===== config.mk =====
export PLATFORM = sky130hd
export DESIGN_NAME = lsu_spm_port
export DESIGN_NICKNAME = d
export VERILOG_FILES = /design/src/rtl/lsu_spm_port.sv
export SDC_FILE = /design/constraint.sdc
export NUM_CORES = 1
export LEC_CHECK = 0
export BUFFER_PORTS_ARGS = -buffer_cell sky130_fd_sc_hd__buf_2
export CORE_ASPECT_RATIO = 0.9
export CORE_MARGIN = 2
export CORE_UTILIZATION = 51
export DETAILED_ROUTE_END_ITERATION = 8
export PLACE_DENSITY = 0.91
export SYNTH_ARGS = -nofsm -noshare
export SYNTH_HDL_FRONTEND = slang
export SYNTH_SLANG_ARGS = --single-unit

===== constraint.sdc =====
create_clock -name clk -period 3 [get_ports clk]
set_input_delay 0.6 -clock clk [delete_from_list [all_inputs] [get_ports clk]]
set_output_delay 0.6 -clock clk [all_outputs]
set_load 0.01 [all_outputs]

===== src/rtl/lsu_spm_port.sv =====
// Load/store access stage in front of the scratchpad MEM port: one op in flight, IDLE -> ACC -> RESP.
// Optional build macro LSU_ACCESS_FAULT_EN: out-of-range addresses fault instead of wrapping.
//
// state  | meaning
// IDLE   | ready for a request; req_ready = ~flush
// ACC    | single SPM access cycle (strobes gated by flush)
// RESP   | response held until resp_ready or flush
module lsu_spm_port #(
  parameter int SPM_BYTES = 1024,
  parameter int TAG_W     = 6
) (
  input  logic             clk,
  input  logic             rst_n,
  input  logic             flush,
  input  logic             req_valid,
  output logic             req_ready,
  input  logic             req_we,
  input  logic [2:0]       req_funct3,
  input  logic [31:0]      req_addr,
  input  logic [31:0]      req_wdata,
  input  logic [TAG_W-1:0] req_tag,
  output logic             resp_valid,
  input  logic             resp_ready,
  output logic [31:0]      resp_rdata,
  output logic [TAG_W-1:0] resp_tag,
  output logic [1:0]       resp_exc,
  output logic [31:0]      spm_rdaddress,
  output logic [31:0]      spm_wraddress,
  output logic             spm_rden,
  output logic             spm_wren,
  output logic [31:0]      spm_write_data,
  output logic [3:0]       spm_store_byteena,
  input  logic [31:0]      spm_rd_data
);

  localparam logic [31:0] ADDR_MASK = 32'(SPM_BYTES - 1) & 32'hFFFF_FFFC;

  typedef enum logic [1:0] {S_IDLE, S_ACC, S_RESP} state_e;

  state_e             state_q;
  logic               we_q;
  logic [2:0]         funct3_q;
  logic [1:0]         off_q;
  logic [1:0]         exc_q;
  logic [TAG_W-1:0]   tag_q;
  logic [31:0]        spm_addr_q;
  logic               rden_q;
  logic               wren_q;
  logic [31:0]        wdata_q;
  logic [3:0]         be_q;
  logic               resp_valid_q;
  logic [31:0]        resp_rdata_q;
  logic [TAG_W-1:0]   resp_tag_q;
  logic [1:0]         resp_exc_q;

  logic               illegal;
  logic               misaligned;
  logic               fault;
  logic [1:0]         exc_d;
  logic [31:0]        addr_d;
  logic [31:0]        wd_d;
  logic [3:0]         be_d;
  logic [31:0]        rd_shift;
  logic [31:0]        load_ext;

  always_comb begin
    illegal    = req_we ? (req_funct3 >= 3'b011)
                        : (req_funct3 == 3'b011 || req_funct3[2:1] == 2'b11);
    misaligned = (req_funct3[1:0] == 2'b01 && req_addr[0]) ||
                 (req_funct3[1:0] == 2'b10 && req_addr[1:0] != 2'b00);
`ifdef LSU_ACCESS_FAULT_EN
    fault      = (req_addr >= 32'(SPM_BYTES));
`else
    fault      = 1'b0;
`endif
    if (illegal)         exc_d = 2'b11;
    else if (misaligned) exc_d = 2'b01;
    else if (fault)      exc_d = 2'b10;
    else                 exc_d = 2'b00;

    addr_d = {req_addr[31:2], 2'b00} & ADDR_MASK;

    // Big-endian lanes: offset 0 lives in bits 31:24
    be_d = 4'b0000;
    wd_d = 32'h0;
    if (req_we && exc_d == 2'b00) begin
      case (req_funct3[1:0])
        2'b00: begin
          be_d = 4'b1000 >> req_addr[1:0];
          wd_d = {req_wdata[7:0], 24'h0} >> {req_addr[1:0], 3'b000};
        end
        2'b01: begin
          be_d = req_addr[1] ? 4'b0011 : 4'b1100;
          wd_d = req_addr[1] ? {16'h0, req_wdata[15:0]} : {req_wdata[15:0], 16'h0};
        end
        default: begin
          be_d = 4'b1111;
          wd_d = req_wdata;
        end
      endcase
    end
  end

  always_comb begin
    rd_shift = spm_rd_data << {off_q, 3'b000};
    case (funct3_q)
      3'b000:  load_ext = {{24{rd_shift[31]}}, rd_shift[31:24]};
      3'b001:  load_ext = {{16{rd_shift[31]}}, rd_shift[31:16]};
      3'b010:  load_ext = spm_rd_data;
      3'b100:  load_ext = {24'h0, rd_shift[31:24]};
      3'b101:  load_ext = {16'h0, rd_shift[31:16]};
      default: load_ext = 32'h0;
    endcase
  end

  always_ff @(posedge clk or negedge rst_n) begin
    if (!rst_n) begin
      state_q      <= S_IDLE;
      we_q         <= 1'b0;
      funct3_q     <= 3'b000;
      off_q        <= 2'b00;
      exc_q        <= 2'b00;
      tag_q        <= '0;
      spm_addr_q   <= 32'h0;
      rden_q       <= 1'b0;
      wren_q       <= 1'b0;
      wdata_q      <= 32'h0;
      be_q         <= 4'b0000;
      resp_valid_q <= 1'b0;
      resp_rdata_q <= 32'h0;
      resp_tag_q   <= '0;
      resp_exc_q   <= 2'b00;
    end else begin
      case (state_q)
        S_IDLE: begin
          if (req_valid && !flush) begin
            we_q       <= req_we;
            funct3_q   <= req_funct3;
            off_q      <= req_addr[1:0];
            exc_q      <= exc_d;
            tag_q      <= req_tag;
            spm_addr_q <= (exc_d == 2'b00) ? addr_d : 32'h0;
            rden_q     <= (exc_d == 2'b00) && !req_we;
            wren_q     <= (exc_d == 2'b00) && req_we;
            wdata_q    <= wd_d;
            be_q       <= be_d;
            state_q    <= S_ACC;
          end
        end
        S_ACC: begin
          spm_addr_q <= 32'h0;
          rden_q     <= 1'b0;
          wren_q     <= 1'b0;
          wdata_q    <= 32'h0;
          be_q       <= 4'b0000;
          if (flush) begin
            state_q <= S_IDLE;
          end else begin
            resp_valid_q <= 1'b1;
            resp_rdata_q <= (!we_q && exc_q == 2'b00) ? load_ext : 32'h0;
            resp_tag_q   <= tag_q;
            resp_exc_q   <= exc_q;
            state_q      <= S_RESP;
          end
        end
        S_RESP: begin
          if (flush || resp_ready) begin
            resp_valid_q <= 1'b0;
            state_q      <= S_IDLE;
          end
        end
        default: state_q <= S_IDLE;
      endcase
    end
  end

  // flush in the ACC cycle must suppress the strobe of that same cycle
  assign req_ready         = (state_q == S_IDLE) && !flush;
  assign spm_rden          = rden_q && !flush;
  assign spm_wren          = wren_q && !flush;
  assign spm_rdaddress     = spm_addr_q;
  assign spm_wraddress     = spm_addr_q;
  assign spm_write_data    = wdata_q;
  assign spm_store_byteena = be_q;
  assign resp_valid        = resp_valid_q;
  assign resp_rdata        = resp_rdata_q;
  assign resp_tag          = resp_tag_q;
  assign resp_exc          = resp_exc_q;

endmodule


Word-level counts from Yosys, hierarchy flattened
Index checks and enable logic that the tools add are counted.
Storage, ports and cells
  register bits: 127
  input port bits: 111
  output and inout port bits: 144
  logic and storage cells: 90
Cells by class
  magnitude comparators: 1
  eq/ne operators: 13
  shift operators: 3
  multiplexer cells: 29
  bitwise operators: 1
  reductions and logical operators: 28
Operator list (number)
  32-bit one-hot mux with 2 select lines: 3
  32-bit 2-to-1 mux: 5
  32-bit one-hot mux with 5 select lines: 1
  32-bit by 5-bit << shifter with 32-bit output: 1
  32-bit by 5-bit right shift with 32-bit output: 1
  4-bit one-hot mux with 2 select lines: 2
  4-bit 2-to-1 mux: 3
  10-bit 2-to-1 mux: 1
  1-bit logical AND: 9
  2-bit logical NOT: 4
  2-bit 2-to-1 mux: 4
  2-bit AND reduction: 4
  2-bit == test, second input constant: 3
  3-bit by 2-bit == test with 1-bit output, second input constant: 2
  3-bit == test, second input constant: 2
  1-bit 2-to-1 mux: 6
  2-bit inequality test, second input constant: 3
  1-bit one-hot mux with 2 select lines: 3
  2-bit one-hot mux with 3 select lines: 1
  2-bit nonzero test: 3
  2-bit by 1-bit == test with 1-bit output, second input constant: 2
  4-bit by 2-bit right shift with 4-bit output, first input constant: 1
  3-bit by 1-bit == test with 1-bit output, second input constant: 1
  3-bit by 2-bit >= comparator with 1-bit output, second input constant: 1
  other kinds (5): 9

Logic depth before layout (Yosys ltp)
Gate-level depths: netlist (run 1).
  word-level depth: 10
  mapped depth: 7
  mapped depth without buffers: 4

Worst setup path after synthesis (run 1)
Ideal clock, no wire load.
  path kind: input to register
  from: input flush
  to: register tag_q[2]
  library setup time: 125 ps
  arrival time: 1656 ps
  data required time: 2875 ps
  slack: 1219 ps
  stages: 5
  buffers on the path: 3
  path through: buf_2 -> nor4b_4 -> buf_4 -> buf_4 -> mux2_2
Between the ends
  longest elaborated chain between the ends: 3
RTL lines
  start, declared: line 14  | input logic flush,
  1-bit logical NOT: line 136  | if (req_valid && !flush) begin
  1-bit logical AND: line 136
  2-bit AND reduction (no source line)
  end signal, assigned: line 141  | tag_q <= req_tag;
  end, declared: line 45  | logic [TAG_W-1:0] tag_q;
Every way passes these cells.
A chain may end at the register's enable or synchronous reset.

Worst setup path in the final report (run 1)
  from: register off_q[0]
  to: register resp_rdata_q[27] (netlist: resp_rdata[27])
Between the ends
  longest elaborated chain between the ends: 3
RTL lines
  start, declared: line 43  | logic [1:0] off_q;
  start signal, assigned: line 139  | off_q <= req_addr[1:0];
  32-bit by 5-bit << shifter with 32-bit output: line 105  | rd_shift = spm_rd_data << {off_q, 3'b000};
  32-bit one-hot mux with 5 select lines: line 106  | case (funct3_q)
  32-bit 2-to-1 mux: line 160  | resp_rdata_q <= (!we_q && exc_q == 2'b00) ? load_ext : 32'h0;
  end signal, assigned: line 160
  end, declared: line 52  | logic [31:0] resp_rdata_q;
Every way passes these cells.

==> results.cfg, run 1 <==
[clocking]
clkLatencyLatePin_ns = 0.35
post_cts_buffers = 0
cts_root_buf = clkbuf_16
cts_made_buffers = 9
clk_pin_slew_worst_paths_ns = 0.08
post_cts_resized = 0
clock_sinks = 103
htree_levels = 3
hold_buffers = 0
cts_tree = done
cts_buffer_depth = 2

[routing]
avgRoutedWirePerCell_um = 17.6
routed_wl_um = 14800
vias = 4834
drt.antenna.violating_nets = 0
drt_iter0_drc = 374
drt_first_pass_iters = 6
drc = 0
vias_per_cell = 5.73

[setup_path]
worstPathRequired_ns = 3.26
path_class = reg -> reg
cp_slowest_cell = nor3b_4
path_max_fanout = 23
cp_cell_sequence = mux4_2 -> nor3b_4 -> a21oi_1 -> o21ai_1
startpoint_type = flip-flop
end_kind = flip-flop
crit_family = simple AND/OR/NAND/NOR gates
slowest_delay_ns = 0.75
arrival_ns = 2.49
path_buf_inv = 0

[global_routing]
met1_usage = 0.314
overflow = 0
grt_util_met3 = 0.0712
use_met2 = 0.403
grt_max_degree = 47
top_usage_layer = met2
grt.total_usage = 0.247
first_global_vias = 4473
antenna_found_initial = 0
grt_pass1_wl_um = 22700

[sta]
setup_viol = 0
finalClockSkew_ns = 0.00805
period_minus_slack_ns = 2.22
holdWs_ns = 0.242
setup_ws_ns = 0.775
report.final.slew_viol_count = 0
relSlewSlack = 0.364
rsz0062_at_grt = no
finalSetupTns_ns = 0
worstMarginPinSlew_ns = 0.951
finalCritPeriodShare = 0.742
hold_violations = 0
fmax_mhz = 450

[floorplanning]
core_mm2 = 0.0103
io_pins = 255
die_h_um = 102
start_util = 0.529
die_w_um = 113
dieArea_mm2 = 0.0115
rows = 35

[placed_design]
place_ws_ns = 0.713
io_buffers = 184
place_congestion = 0.957
dp_hpwl_um = 10800

[power_and_ir_drop]
power.leakage_nw = 3.34
power_mw = 3.71
ir_worst_vdd_mv = 0.381
p_per_area_mw_per_mm2 = 570

[synth]
yosys_register_bits = 103
ys_seq_area_frac = 0.474
syn_inst = 553
syn_area_mm2 = 0.00544
synth_cell_types = 48
ys_warn_count = 0
synthSimpleGateAreaFrac = 0.114
synthAdderAreaFrac = 0
muxShareOfSynthArea = 0.0814
avgSynthCellArea_um2 = 9.84
synth_compound_area_frac = 0.210
synth_top_family_by_area = compound AO/OA/AOI/OAI gates
synth_xor_area_frac = 0

[cells_and_area]
areaGrowthSynthToFinish_pct = 19.5
nFillCells = 848
drive_above_1_share = 0.334
fin_nets = 821
antennaDiodeCount = 0

[outcome]
outcome = completed

[job]
max_cap_viol_count = 0

[min_path]
hold_path.class = in -> async
## final timing paths
kind                                                     end                 start  slack [ns]  cells after the start
worst max-delay path              resp_rdata[27]$_DFFE_PN0P_  off_q[0]$_DFFE_PN0P_        0.78                      4
min in group clk                     resp_tag[5]$_DFFE_PN0P_  tag_q[5]$_DFFE_PN0P_        0.47                      2
worst min register to register       resp_tag[5]$_DFFE_PN0P_  tag_q[5]$_DFFE_PN0P_        0.47                      2
worst max register to register    resp_rdata[27]$_DFFE_PN0P_  off_q[0]$_DFFE_PN0P_        0.78                      4
worst min-delay path              resp_rdata[18]$_DFFE_PN0P_                 rst_n        0.24                      1
max in group asynchronous       spm_rdaddress[6]$_DFFE_PN0P_                 rst_n        1.91                      2
## metrics by stage
step,util,cell area [µm²],instances
6_report,0.632,6500,844
5_1_grt,0.632,6500,844
4_1_cts,0.632,6500,844
3_5_place_dp,0.600,6180,828
3_3_place_gp,0.600,6180,828
2_1_floorplan,-,5620,600
## per-layer routing
layer	wire length [µm]	part of all wire
met3	1430	0.096
met5	0	0
met2	7190	0.48
met4	351	0.024
met1	5860	0.40
## power by group
group	internal, mW	switching (mW)	total [mW]
clock	0.676	0.590	1.27
sequential	1.52	0.122	1.64
combinational	0.334	0.468	0.802
total	2.53	1.18	3.71
## area by class of cell
| cell class | count | area (µm²) | area share |
|---|---|---|---|
| clock buffers | 9 | 225 | 0.0346 |
| well taps | 129 | 161 | 0.0248 |
| multi-input cells | 393 | 2390 | 0.368 |
| clock inverters | 7 | 100 | 0.0154 |
| flip-flops and latches | 103 | 2580 | 0.396 |
| repair buffers | 197 | 1020 | 0.157 |
| inverters | 6 | 22.5 | 0.00346 |
## kinds of logic (layout without fill, tap and decap cells)
logic type      count (synthesis)  after routing
simple gates                  126            126
compound gates                178            178
buf+inv                       104            219
flops                         103            103
other cells                     1             48
mux                            41             41
## cell usage in the layout, fill, tap and decap left out, drive strengths merged, types with 3 or more instances in the layout
cell and instances:
a22oi 24, conb 48, a22o 17, mux2 16, dfrtp 103, nand2b 3, nand2 77, nor2b 5
o41ai 3, a21oi 35, o21ai 59, a221oi 8, nor3b 9, inv 9, o22ai 15, clkbuf 9
a211oi 5, o2bb2ai 8, nor3 5, mux2i 24, buf 197, nor2 13, clkinv 3
## registers in the layout, summed over array words and instances (netlist names)
| register | flops |
|---|---|
| resp_exc | 2 |
| rden_q | 1 |
| spm_store_byteena | 4 |
| exc_q | 2 |
| we_q | 1 |
| tag_q | 6 |
| wren_q | 1 |
| resp_valid | 1 |
| funct3_q | 3 |
| spm_write_data | 32 |
| resp_rdata | 32 |
| spm_rdaddress | 8 |
| state_q | 2 |
| off_q | 2 |
| resp_tag | 6 |
## synthesized netlist by cell type (all sizes together)
library cell  instances  share of area
or3                   1         0.0012
nand2b                3         0.0035
o21ai                59          0.055
dfrtp               103           0.47
nor2b                 5         0.0058
a22oi                24          0.033
nor3b                 9          0.015
clkbuf               15          0.011
nor4                  2         0.0035
and3                  2         0.0023
a211oi                5         0.0069
a22o                 17          0.027
a21oi                35          0.034
nand3                 1        0.00092
o22ai                15          0.017
o2bb2ai               8          0.013
nand3b                1         0.0014
mux2i                24          0.044
or3b                  2         0.0032
nor4b                 1         0.0044
and2                  1         0.0012
conb                  1        0.00069
o211ai                2         0.0028
o21a                  1         0.0014
or2                   1         0.0012
nand4                 1         0.0012
a21o                  1         0.0014
nand2                77          0.053
nand4b                1         0.0016
mux2                 16          0.033
mux4                  1         0.0041
nor2                 13         0.0090
inv                   6         0.0041
buf                  83           0.11
o41ai                 3         0.0048
nor3                  5         0.0055
a221oi                8          0.013
Power figures use the tool's default switching activity.
==> inputs of run 2 (changes only) <==
--- a/config.mk
+++ b/config.mk
@@ -8,9 +8,9 @@
 export BUFFER_PORTS_ARGS = -buffer_cell sky130_fd_sc_hd__buf_2
 export CORE_ASPECT_RATIO = 0.9
 export CORE_MARGIN = 2
-export CORE_UTILIZATION = 51
+export CORE_UTILIZATION = 47
 export DETAILED_ROUTE_END_ITERATION = 8
-export PLACE_DENSITY = 0.91
+export PLACE_DENSITY = 0.85
 export SYNTH_ARGS = -nofsm -noshare
 export SYNTH_HDL_FRONTEND = slang
 export SYNTH_SLANG_ARGS = --single-unit
==> constraint.sdc (replaced) <==
create_clock -name clk -period 2.3 [get_ports clk]
set_input_delay 0.46 -clock clk [delete_from_list [all_inputs] [get_ports clk]]
set_output_delay 0.46 -clock clk [all_outputs]
set_load 0.01 [all_outputs]
==> run 2 against run 1 <==
  * First-iteration DRC count increased by 34%
  * Global-route usage decreased by 0.87 points
  * Sequential power up 28%
  * Total power is 28% higher
  * Maximum frequency grew 14%
==> results.cfg, run 2 (synthesized netlist as in run 1, its figures left out) <==
[outcome]
outcome = completed

[sta]
fmax_mhz = 514
rsz0062_at_grt = no
setup_ws_ns = 0.354
finalClockSkew_ns = 0.00704
finalCritPeriodShare = 0.846
finalSetupTns_ns = 0
hold_violations = 0
period_minus_slack_ns = 1.95
relSlewSlack = 0.415
setup_viol = 0
holdWs_ns = 0.332
report.final.slew_viol_count = 0
worstMarginPinSlew_ns = 0.877

[global_routing]
use_met2 = 0.382
grt_pass1_wl_um = 24000
antenna_found_initial = 0
top_usage_layer = met2
overflow = 0
grt_max_degree = 57
grt.total_usage = 0.238
grt_util_met3 = 0.0612
first_global_vias = 4687
met1_usage = 0.315

[clocking]
post_cts_buffers = 0
cts_tree = done
cts_made_buffers = 9
post_cts_resized = 0
cts_root_buf = clkbuf_16
htree_levels = 3
cts_buffer_depth = 2
clock_sinks = 103
clkLatencyLatePin_ns = 0.34
clk_pin_slew_worst_paths_ns = 0.07

[setup_path]
rr_worst_depth = 4
reg2reg_slack_ns = 0.35
arrival_ns = 2.21
cp_slowest_cell = or3b_2
path_class = reg -> reg
reg2reg_from = funct3_q[1]$_DFFE_PN0P_
cp_cell_sequence = or3b_2 -> nor2_1 -> o21a_1 -> o2bb2ai_1
path_buf_inv = 0
slowest_delay_ns = 0.65
crit-reg2reg-capture = resp_rdata[2]$_DFFE_PN0P_
startpoint_type = flip-flop
path_max_fanout = 13
crit_family = simple AND/OR/NAND/NOR gates
end_kind = flip-flop
worstPathRequired_ns = 2.56

[placed_design]
place_ws_ns = 0.346
placed_area_mm2 = 0.00629
place_congestion = 0.911
io_buffers = 184
dp_hpwl_um = 10600

[min_path]
hold_end = spm_rdaddress[3]$_DFFE_PN0P_
hp-start = req_addr[3]
whs_path_depth = 2
hold_path.class = in -> reg

[cells_and_area]
antennaDiodeCount = 0
final_common_cell = buf_2
fin_nets = 829
final_util = 0.581
drive_above_1_share = 0.340
layout_common_cells = 183 x buf_2, 103 x dfrtp_1, 77 x nand2_1
finalInstanceArea_mm2 = 0.00660
areaGrowthSynthToFinish_pct = 21.3

[floorplanning]
dieArea_mm2 = 0.0125
core_mm2 = 0.0113
start_util = 0.480
rows = 37
io_pins = 255
die_h_um = 106
die_w_um = 117

[routing]
drt.antenna.violating_nets = 0
avgRoutedWirePerCell_um = 16.7
drt_iter0_drc = 501
drc = 0
vias_per_cell = 5.47
vias = 4810
routed_wl_um = 14700
drt_first_pass_iters = 5

[power_and_ir_drop]
p_per_area_mw_per_mm2 = 719
power.leakage_nw = 3.37
ir_worst_vdd_mv = 0.483

[job]
max_cap_viol_count = 0
run 2: cell types whose count changed in the layout (fill, tap and decap cells not counted), moves of 2 or more:
cell / before / now
buf_4: 14 / 19
buf_12: 0 / 2
clkinv_2: 0 / 2
clkinv_8: 2 / 0
clkinvlp_4: 0 / 2
run 2: final cells by class:
class	count	area, µm²
Fill cell	1021	4750
Sequential cell	103	2580
Multi-Input combinational cell	393	2390
Timing Repair Buffer	205	1110
Clock buffer	9	225
Tap cell	156	195
Clock inverter	7	72.6
Inverter	6	22.5
run 2: power by group:
| group | internal, mW | leakage [nW] | total [mW] | switching, mW |
|---|---|---|---|---|
| registers | 1.98 | 1.38 | 2.10 | 0.117 |
| clock network | 0.846 | 0.142 | 1.55 | 0.699 |
| logic | 0.456 | 1.85 | 1.10 | 0.644 |
run 2: per-layer routing:
metal | part of all wire | wire length [µm]
met1 | 0.42 | 6100
met3 | 0.086 | 1270
met4 | 0.021 | 304
met2 | 0.48 | 6980
met5 | 0 | 0
run 2: metrics by stage:
| step | total power [mW] | instances |
|---|---|---|
| 6_report | 4.74 | 879 |
| 2_1_floorplan | 2.88 | 600 |
| 4_1_cts | 4.77 | 879 |
| 3_5_place_dp | 3.22 | 862 |
| 3_3_place_gp | 3.19 | 862 |
| 5_1_grt | 4.99 | 879 |
run 2: worst max path at each step:
stage                                       start                         end  slack [ns]  cells after the start
after global placement            spm_rd_data[23]  resp_rdata[21]$_DFFE_PN0P_        0.40                      5
after detailed placement          spm_rd_data[23]  resp_rdata[29]$_DFFE_PN0P_        0.35                      5
final                     funct3_q[1]$_DFFE_PN0P_   resp_rdata[2]$_DFFE_PN0P_        0.35                      4
after CTS                 funct3_q[1]$_DFFE_PN0P_   resp_rdata[2]$_DFFE_PN0P_        0.39                      4
after floorplan                             flush        tag_q[2]$_DFFE_PN0P_        0.66                      5
after global routing         off_q[0]$_DFFE_PN0P_  resp_rdata[21]$_DFFE_PN0P_        0.29                      4
run 2: repair_timing:
item                                   4_1_cts  5_1_grt
hold buffers                                 1        0
endpoints found under the hold margin       18        0
setup endpoints to repair                    0        0
==> inputs of run 3 (changes only) <==
--- a/config.mk
+++ b/config.mk
@@ -5,10 +5,11 @@
 export SDC_FILE = /design/constraint.sdc
 export NUM_CORES = 1
 export LEC_CHECK = 0
+export ABC_AREA = 1
 export BUFFER_PORTS_ARGS = -buffer_cell sky130_fd_sc_hd__buf_2
 export CORE_ASPECT_RATIO = 0.9
 export CORE_MARGIN = 2
-export CORE_UTILIZATION = 47
+export CORE_UTILIZATION = 48
 export DETAILED_ROUTE_END_ITERATION = 8
 export PLACE_DENSITY = 0.85
 export SYNTH_ARGS = -nofsm -noshare
==> constraint.sdc (replaced) <==
create_clock -name clk -period 2 [get_ports clk]
set_input_delay 0.4 -clock clk [delete_from_list [all_inputs] [get_ports clk]]
set_output_delay 0.4 -clock clk [all_outputs]
set_load 0.01 [all_outputs]
==> run 3 against run 2 <==
  * Combinational power rose by 35%
  * Final cell count rose by 23%
  * Largest power group unchanged
  * Non-clock buffer count is 4 lower
==> results.cfg, run 3 <==
[setup_path]
arrival_ns = 1.99
startpoint_type = flip-flop
worstPathRequired_ns = 2.27
reg2reg_from = off_q[0]$_DFFE_PN0P_
crit-reg2reg-capture = resp_rdata[19]$_DFFE_PN0P_
end_kind = flip-flop
rr_worst_depth = 7
reg2reg_slack_ns = 0.28
path_max_fanout = 25
path_class = reg -> reg

[synth]
synthFlopType = dfrtp_1
yosysMostFrequentCell = nand2_1
synth_xor_area_frac = 0
synth_top_family_by_area = simple AND/OR/NAND/NOR gates
synth_cell_types = 30
synthSimpleGateAreaFrac = 0.332
avgSynthCellArea_um2 = 7.70
synth-edff-count = 0
muxShareOfSynthArea = 0.0118
synthAdderAreaFrac = 0
ys_seq_area_frac = 0.448
ys_warn_count = 0
syn_inst = 747
yosys_register_bits = 103
netlist_top_cells_count = 325 x nand2_1, 103 x dfrtp_1, 63 x nand3_1
synth_top_area_frac = 0.448
synth_compound_area_frac = 0.0672
synth.area.top_cells = dfrtp_1 45%, nand2_1 21%, buf_4 7.4%, nand3_1 5.5%, o21ai_0 2.3%
synthArstFlopShare = 1.00
syn_area_mm2 = 0.00575
synth_top_area_cell = dfrtp_1

[sta]
report.final.slew_viol_count = 0
fmax_mhz = 582
finalCritPeriodShare = 0.859
period_minus_slack_ns = 1.72
hold_violations = 0
rsz0062_at_grt = no
finalSetupTns_ns = 0
finalClockSkew_ns = 0.00674
setup_viol = 0

[cells_and_area]
antennaDiodeCount = 0
final_util = 0.597
nFillCells = 1088
fin_nets = 1032
drive_above_1_share = 0.286
areaGrowthSynthToFinish_pct = 20.1
final_common_cell = nand2_1
layout_common_cells = 325 x nand2_1, 183 x buf_2, 103 x dfrtp_1

[outcome]
outcome = completed

[floorplanning]
die_h_um = 108
die_w_um = 119
start_util = 0.497
dieArea_mm2 = 0.0129
core_mm2 = 0.0116
rows = 37
io_pins = 255

[power_and_ir_drop]
power.leakage_nw = 4.16
p_per_area_mw_per_mm2 = 841
ir_worst_vdd_mv = 0.576

[routing]
vias = 5379
drt.antenna.violating_nets = 0
avgRoutedWirePerCell_um = 13.6
routed_wl_um = 14800
vias_per_cell = 4.97
drt_iter0_drc = 507
drt_first_pass_iters = 6
drc = 0

[clocking]
cts_made_buffers = 9
clk_pin_slew_worst_paths_ns = 0.07
cts_buffer_depth = 2
hold_buffers = 0
clock_sinks = 103
htree_levels = 3
post_cts_buffers = 0
cts_tree = done
cts_root_buf = clkbuf_16
post_cts_resized = 0
clkLatencyLatePin_ns = 0.33

[placed_design]
dp_hpwl_um = 11200
place_congestion = 0.947
io_buffers = 184

[min_path]
hold_path.class = in -> async

[global_routing]
grt_max_degree = 45
overflow = 0
grt_pass1_wl_um = 23600
first_global_vias = 4820
antenna_found_initial = 0
grt.total_usage = 0.228

[job]
max_cap_viol_count = 0
-- run 3: metal layers --
| metal | share of wire | track usage |
|---|---|---|
| met1 | 0.43 | 0.321 |
| met2 | 0.47 | 0.356 |
| met3 | 0.078 | 0.0519 |
| met4 | 0.020 | 0.0639 |
| met5 | 0 | 0 |
-- run 3: power by group --
group / total [mW] / leakage, nW / internal, mW / switching (mW)
combinational: 1.49 / 2.62 / 0.562 / 0.927
clock: 1.88 / 0.156 / 1.13 / 0.744
sequential: 2.44 / 1.39 / 2.30 / 0.142
-- run 3: critical path, stage by stage (launching register included) --
cell and delay [ns]:
dfrtp_1 0.43, inv_4 0.21, nand2_1 0.08, nand3_1 0.18
nand3_2 0.39, nand3_1 0.22, nand2_1 0.08, nand2_1 0.07
-- run 3: cell families (layout without fill, tap and decap cells) --
kind of cell | after synthesis | count (layout)
buffers and inverters | 128 | 260
other | 1 | 48
muxes | 6 | 6
and+or+nand+nor | 440 | 440
AOI/OAI and AO/OA | 69 | 69
DFF | 103 | 103
-- run 3: area by class of cell --
cell class / instances / area (µm²) / share of cell area
timing repair buffer: 201 / 1090 / 0.158
clock inverter: 5 / 81.3 / 0.0118
inverter: 43 / 176 / 0.0256
tap: 156 / 195 / 0.0283
clock buffer: 11 / 243 / 0.0352
sequential: 103 / 2580 / 0.373
multi-input combinational: 563 / 2540 / 0.368
-- run 3: worst max-delay path by stage --
stage / startpoint / endpoint / slack, ns
floorplan: off_q[1]$_DFFE_PN0P_ / resp_rdata[23]$_DFFE_PN0P_ / 0.67
global placement: req_funct3[1] / spm_store_byteena[0]$_DFFE_PN0P_ / 0.34
detailed placement: off_q[0]$_DFFE_PN0P_ / resp_rdata[19]$_DFFE_PN0P_ / 0.31
CTS: off_q[0]$_DFFE_PN0P_ / resp_rdata[19]$_DFFE_PN0P_ / 0.28
global route: off_q[0]$_DFFE_PN0P_ / resp_rdata[25]$_DFFE_PN0P_ / 0.13
finish: off_q[0]$_DFFE_PN0P_ / resp_rdata[19]$_DFFE_PN0P_ / 0.28
-- run 3: metrics by stage --
stage	instances	hold slack (ns)	worst slack [ns]	total power [mW]	area (µm²)
detailed placement	1066	0.407	0.306	3.96	6580
CTS	1082	0.0482	0.282	5.86	6900
global placement	1066	0.402	0.339	3.93	6580
finish	1082	0.0261	0.283	5.81	6900
floorplan	794	0.104	0.665	3.50	5930
global route	1082	0.0528	0.127	6.16	6900
